File: config.mk
export PLATFORM = sky130hd
export DESIGN_NAME = rom_arbiter
export DESIGN_NICKNAME = d
export VERILOG_FILES = /design/src/rtl/rom_arbiter.sv
export SDC_FILE = /design/constraint.sdc
export NUM_CORES = 1
export LEC_CHECK = 0
export ABC_CLOCK_PERIOD_IN_PS = 1500
export CORE_AREA = 4 4 90 92
export DETAILED_ROUTE_END_ITERATION = 7
export DIE_AREA = 0 0 94 96
export GPL_TIMING_DRIVEN = 0
export PLACE_DENSITY = 0.79
export SETUP_SLACK_MARGIN = 0.05
export SKIP_CTS_REPAIR_TIMING = 1
export SLEW_MARGIN = 30
export SYNTH_ARGS = -nofsm -noshare
export SYNTH_HDL_FRONTEND = slang
export SYNTH_SLANG_ARGS = --single-unit
export TNS_END_PERCENT = 50
File: constraint.sdc
create_clock -name clk -period 1.5 [get_ports clk]
set_input_delay 0.225 -clock clk [delete_from_list [all_inputs] [get_ports clk]]
set_output_delay 0.225 -clock clk [all_outputs]
set_load 0.005 [all_outputs]
File: src/rtl/rom_arbiter.sv
// Two-port (fetch/load) arbiter in front of a fixed-latency ROM with flushable fetch responses.
// Optional round-robin arbitration is enabled with ROM_ARB_RR_EN; default is load-over-fetch priority.
package core_config_pkg;
  localparam int IF_LATENCY = 2;
endpackage

module rom_arbiter #(
  parameter int ADDR_W  = 32,
  parameter int DATA_W  = 32,
  parameter int LATENCY = core_config_pkg::IF_LATENCY
) (
  input  logic              clk,
  input  logic              rst_n,
  input  logic              clk_en,
  input  logic              if_req,
  input  logic [ADDR_W-1:0] if_addr,
  input  logic              if_flush,
  output logic              if_gnt,
  output logic              if_rvalid,
  input  logic              ls_req,
  input  logic [ADDR_W-1:0] ls_addr,
  output logic              ls_gnt,
  output logic              ls_rvalid,
  output logic [DATA_W-1:0] rdata,
  output logic              rom_en,
  output logic [ADDR_W-1:0] rom_addr,
  input  logic [DATA_W-1:0] rom_rdata,
  output logic              busy
);

  // owner: 0 = fetch, 1 = load
  typedef struct packed {
    logic valid;
    logic owner;
    logic kill;
  } tag_t;

  tag_t              tags     [LATENCY];
  tag_t              tags_nxt [LATENCY];
  logic [ADDR_W-1:0] addr_q;
  logic              if_ok;
  logic              ls_ok;
  logic              ls_wins;

  assign if_ok = clk_en & if_req & ~if_flush;
  assign ls_ok = clk_en & ls_req;

`ifdef ROM_ARB_RR_EN
  logic last_ls;

  always_ff @(posedge clk or negedge rst_n) begin
    if (!rst_n) begin
      last_ls <= 1'b0;
    end else if (if_gnt || ls_gnt) begin
      last_ls <= ls_gnt;
    end
  end

  assign ls_wins = ~last_ls;
`else
  assign ls_wins = 1'b1;
`endif

  always_comb begin
    if_gnt = 1'b0;
    ls_gnt = 1'b0;
    if (if_ok && ls_ok) begin
      ls_gnt = ls_wins;
      if_gnt = ~ls_wins;
    end else begin
      ls_gnt = ls_ok;
      if_gnt = if_ok;
    end
  end

  assign rom_en   = if_gnt | ls_gnt;
  assign rom_addr = ls_gnt ? ls_addr : (if_gnt ? if_addr : addr_q);

  // Holding the last granted address keeps the ROM address bus quiet between reads.
  always_ff @(posedge clk or negedge rst_n) begin
    if (!rst_n) begin
      addr_q <= '0;
    end else if (rom_en) begin
      addr_q <= rom_addr;
    end
  end

  always_comb begin
    tags_nxt[0] = '{valid: rom_en, owner: ls_gnt, kill: 1'b0};
    for (int i = 1; i < LATENCY; i++) begin
      tags_nxt[i]      = tags[i-1];
      tags_nxt[i].kill = tags[i-1].kill | (if_flush & tags[i-1].valid & ~tags[i-1].owner);
    end
  end

  always_ff @(posedge clk or negedge rst_n) begin
    if (!rst_n) begin
      for (int i = 0; i < LATENCY; i++) begin
        tags[i] <= '0;
      end
    end else if (clk_en) begin
      for (int i = 0; i < LATENCY; i++) begin
        tags[i] <= tags_nxt[i];
      end
    end
  end

  always_comb begin
    busy = 1'b0;
    for (int i = 0; i < LATENCY; i++) begin
      busy = busy | tags[i].valid;
    end
  end

  assign if_rvalid = clk_en & tags[LATENCY-1].valid & ~tags[LATENCY-1].owner & ~tags[LATENCY-1].kill;
  assign ls_rvalid = clk_en & tags[LATENCY-1].valid &  tags[LATENCY-1].owner;
  assign rdata     = rom_rdata;

endmodule

==> run_results.csv <==
group,metric,value,unit
synth,synthCells,229,
global_route,grt_max_degree,21,
cells_and_area,fin_util,65.6,%
setup_path,arrival,1.42,ns
placement,place_congestion,0.716,
synth,async_reset_ff_share,100,%
setup_path,critPathTopFamily,"buffers and inverters",
clock_tree,numCtsBuffers,5,
timing,fin_crit,1.65,ns
synth,synth_nets,331,
setup_path,critPathBufInv,6,
global_route,track_usage,15.6,%
status,violations,"negative setup slack",
placement,place_area,4150,um2
floorplanning,std_cell_rows,31,
global_route,gr-total-overflow,0,
timing,relSlewSlack,58.8,%
synth,synth_area_per_cell,11.4,um2
power_and_ir_drop,p_leak,2.61,nW
synth,synth_area_leader_cell,"dfrtp_1",
floorplanning,die_w,94,um
setup_path,slowest_delay,0.19,ns
setup_path,end_kind,"primary output",
placement,hpwl,5900,um
clock_tree,cts_tree,"done",
clock_tree,clk_pin_slew,0.07,ns
synth,synth_seq_cells,37,
drt,avgViaCountPerCell,4.61,
global_route,grt_pass1_wl,11200,um
clock_tree,clk_latency,0.28,ns
placement,place_ws,-0.786,ns
clock_tree,cts_root_buf,"clkbuf_8",
timing,max_freq,606,MHz
setup_path,cp_num_cells,9,
setup_path,cp_max_fo,5,
global_route,antenna_found_initial,0,
timing,worst_slack,-0.149,ns
timing,hold_viol,0,
cells_and_area,synthToLayoutAreaGrowth,80.6,%
setup_path,critPathKind,"input port to primary output",
power_and_ir_drop,power.density,672,nW/um2
floorplanning,dieArea,9020,um2
drt,wirelength,8220,um
setup_path,critPathLaunchType,"input port",
power_and_ir_drop,power,3.18,mW
cells_and_area,drive_gt1_share,49.4,%
cells_and_area,layoutNonFillerInstCount,514,
synth,yosys.cell_types.count,26,
setup_path,crit_chain,"buf_12, and4bb_1, buf_8, buf_6, clkbuf_16, buf_8, a22oi_4, o21ai_2, buf_2",
clock_tree,tritoncts_num_sinks,37,
min_path,hold_path_depth,3,
placement,numPortBuffers,138,
cells_and_area,fillers,549,
synth,ys.flop_type,"dfrtp_1",
power_and_ir_drop,comb_power_share,40.9,%
drt,routedWlPerCell,16.0,um
synth,netlist_top_cells_area,"dfrtp_1 35%, a22oi_4 19%, o21ai_2 10%",
timing,clock_skew,0.000630,ns
synth,synth_common_cells,"37 x dfrtp_1, 34 x inv_1, 33 x buf_4",
timing,setup_tns,-1.88,ns
setup_path,cp_data_required_time,1.27,ns
power_and_ir_drop,swShare,28.9,%
timing,min_period_over_period,110,%
placement,dp.cells,467,
clock_tree,clock_path_buffers,2,
clock_tree,h-tree-depth,2,
global_route,first_global_vias,2379,
timing,finalMaxSlewViolations,0,
timing,timing.hold.ws,0.228,ns
drt,first_pass_iters,7,
synth,syn_area,2620,um2
power_and_ir_drop,clkPwrFrac,22.1,%
cells_and_area,insertedDiodeCount,0,
floorplanning,coreArea,7210,um2
timing,rsz0062_at_grt,"yes",
synth,synth.most_common_cell,"dfrtp_1",
timing,setup_violations,26,
floorplanning,pin_count,172,
synth,synth_edf_count,0,
power_and_ir_drop,peakVddDrop,0.290,mV
setup_path,ff2ff_path_depth,1,
setup_path,cpMostUsedCell,"buf_8",
cells_and_area,fin_area,4730,um2
power_and_ir_drop,seqPwrFrac,37.0,%
drt,vias,2372,
min_path,min_path_type,"input port to flop",
synth,synth_top_area_share,35.3,%
floorplanning,start_util,36.3,%
cells_and_area,nets,517,
run,maxCapViolCount,0,
status,status,"finished with violations",
timing,tightest_slew,0.619,ns
floorplanning,die_h,96,um
setup_path,crit_slowest_cell,"and4bb_1",
synth,yosysSeqAreaShare,35.3,%
drt,drtIter0Drc,24,
synth,ys_warn_count,0,
drt,drc_errors,0,
power_and_ir_drop,p_sw,919,uW
drt,final_antenna_net_count,0,
power_and_ir_drop,internal-power,2.26,mW
[cell usage in the layout, fill, tap and decap left out, drive strengths merged]
master,instances
clkdlybuf4s50,96
buf,104
clkbuf,25
inv,34
dlymetal6s2s,8
a22oi,32
a21o,2
o21ai,65
or2,1
mux2,2
nand2,1
nor3,1
dlygate4sd3,1
o21a,1
nand4b,1
dfrtp,37
and2,1
and4bb,1
nor2b,1
and3,1
[metal layers]
layer,vias to the layer above,share of wire [%],GRT usage (%)
li1,1135,-,-
met1,1108,38,18.6
met2,119,53,27.6
met3,10,8.1,5.00
met4,0,1.0,3.13
met5,-,0,0
[final timing paths]
check	start	end	slack [ns]
hold reg to reg	tags[4]	tags[4]	0.53
max in group asynchronous	rst_n	tags[2]	0.60
min in group asynchronous	rst_n	addr_q[15]	0.43
setup / recovery	clk_en	rom_addr[13]	-0.15
hold / removal	if_flush	tags[0]	0.23
setup reg to reg	tags[5]	tags[2]	0.70
[sequential cells by signal (all words and copies together), names as in the netlist]
register,cells
addr_q,32
tags,5
[final cells by class]
class / instances / area [um2] / share of cell area (%)
tap: 99 / 124 / 2.62
timing repair buffer: 179 / 1770 / 37.4
buffer: 48 / 499 / 10.6
inverter: 34 / 128 / 2.70
multi-input combinational: 110 / 1200 / 25.3
sequential: 37 / 926 / 19.6
clock buffer: 7 / 86.3 / 1.82
[tightest hold or removal path, delay by kind of cell]
| family | cells | cell delay, ns |
|---|---|---|
| simple gates | 1 | 0.09 |
| buf+inv | 1 | 0.08 |
| compound gates | 1 | 0.08 |
[cells by family after synthesis]
kind of cell           Yosys count  synth area share [%]
muxes                            2                 0.860
buffers and inverters           82                  21.2
AOI/OAI and AO/OA              100                  40.4
and+or+nand+nor                  8                  2.24
DFF                             37                  35.3
[power groups by stage]
stage	logic (mW)	clock network, mW	registers, mW
2_1_floorplan	0.566	0	1.18
3_3_place_gp	1.21	0	1.19
3_5_place_dp	1.25	0	1.20
4_1_cts	1.26	0.726	1.18
5_1_grt	1.40	0.767	1.19
6_report	1.30	0.702	1.18
(Power assumes the default switching activity.)
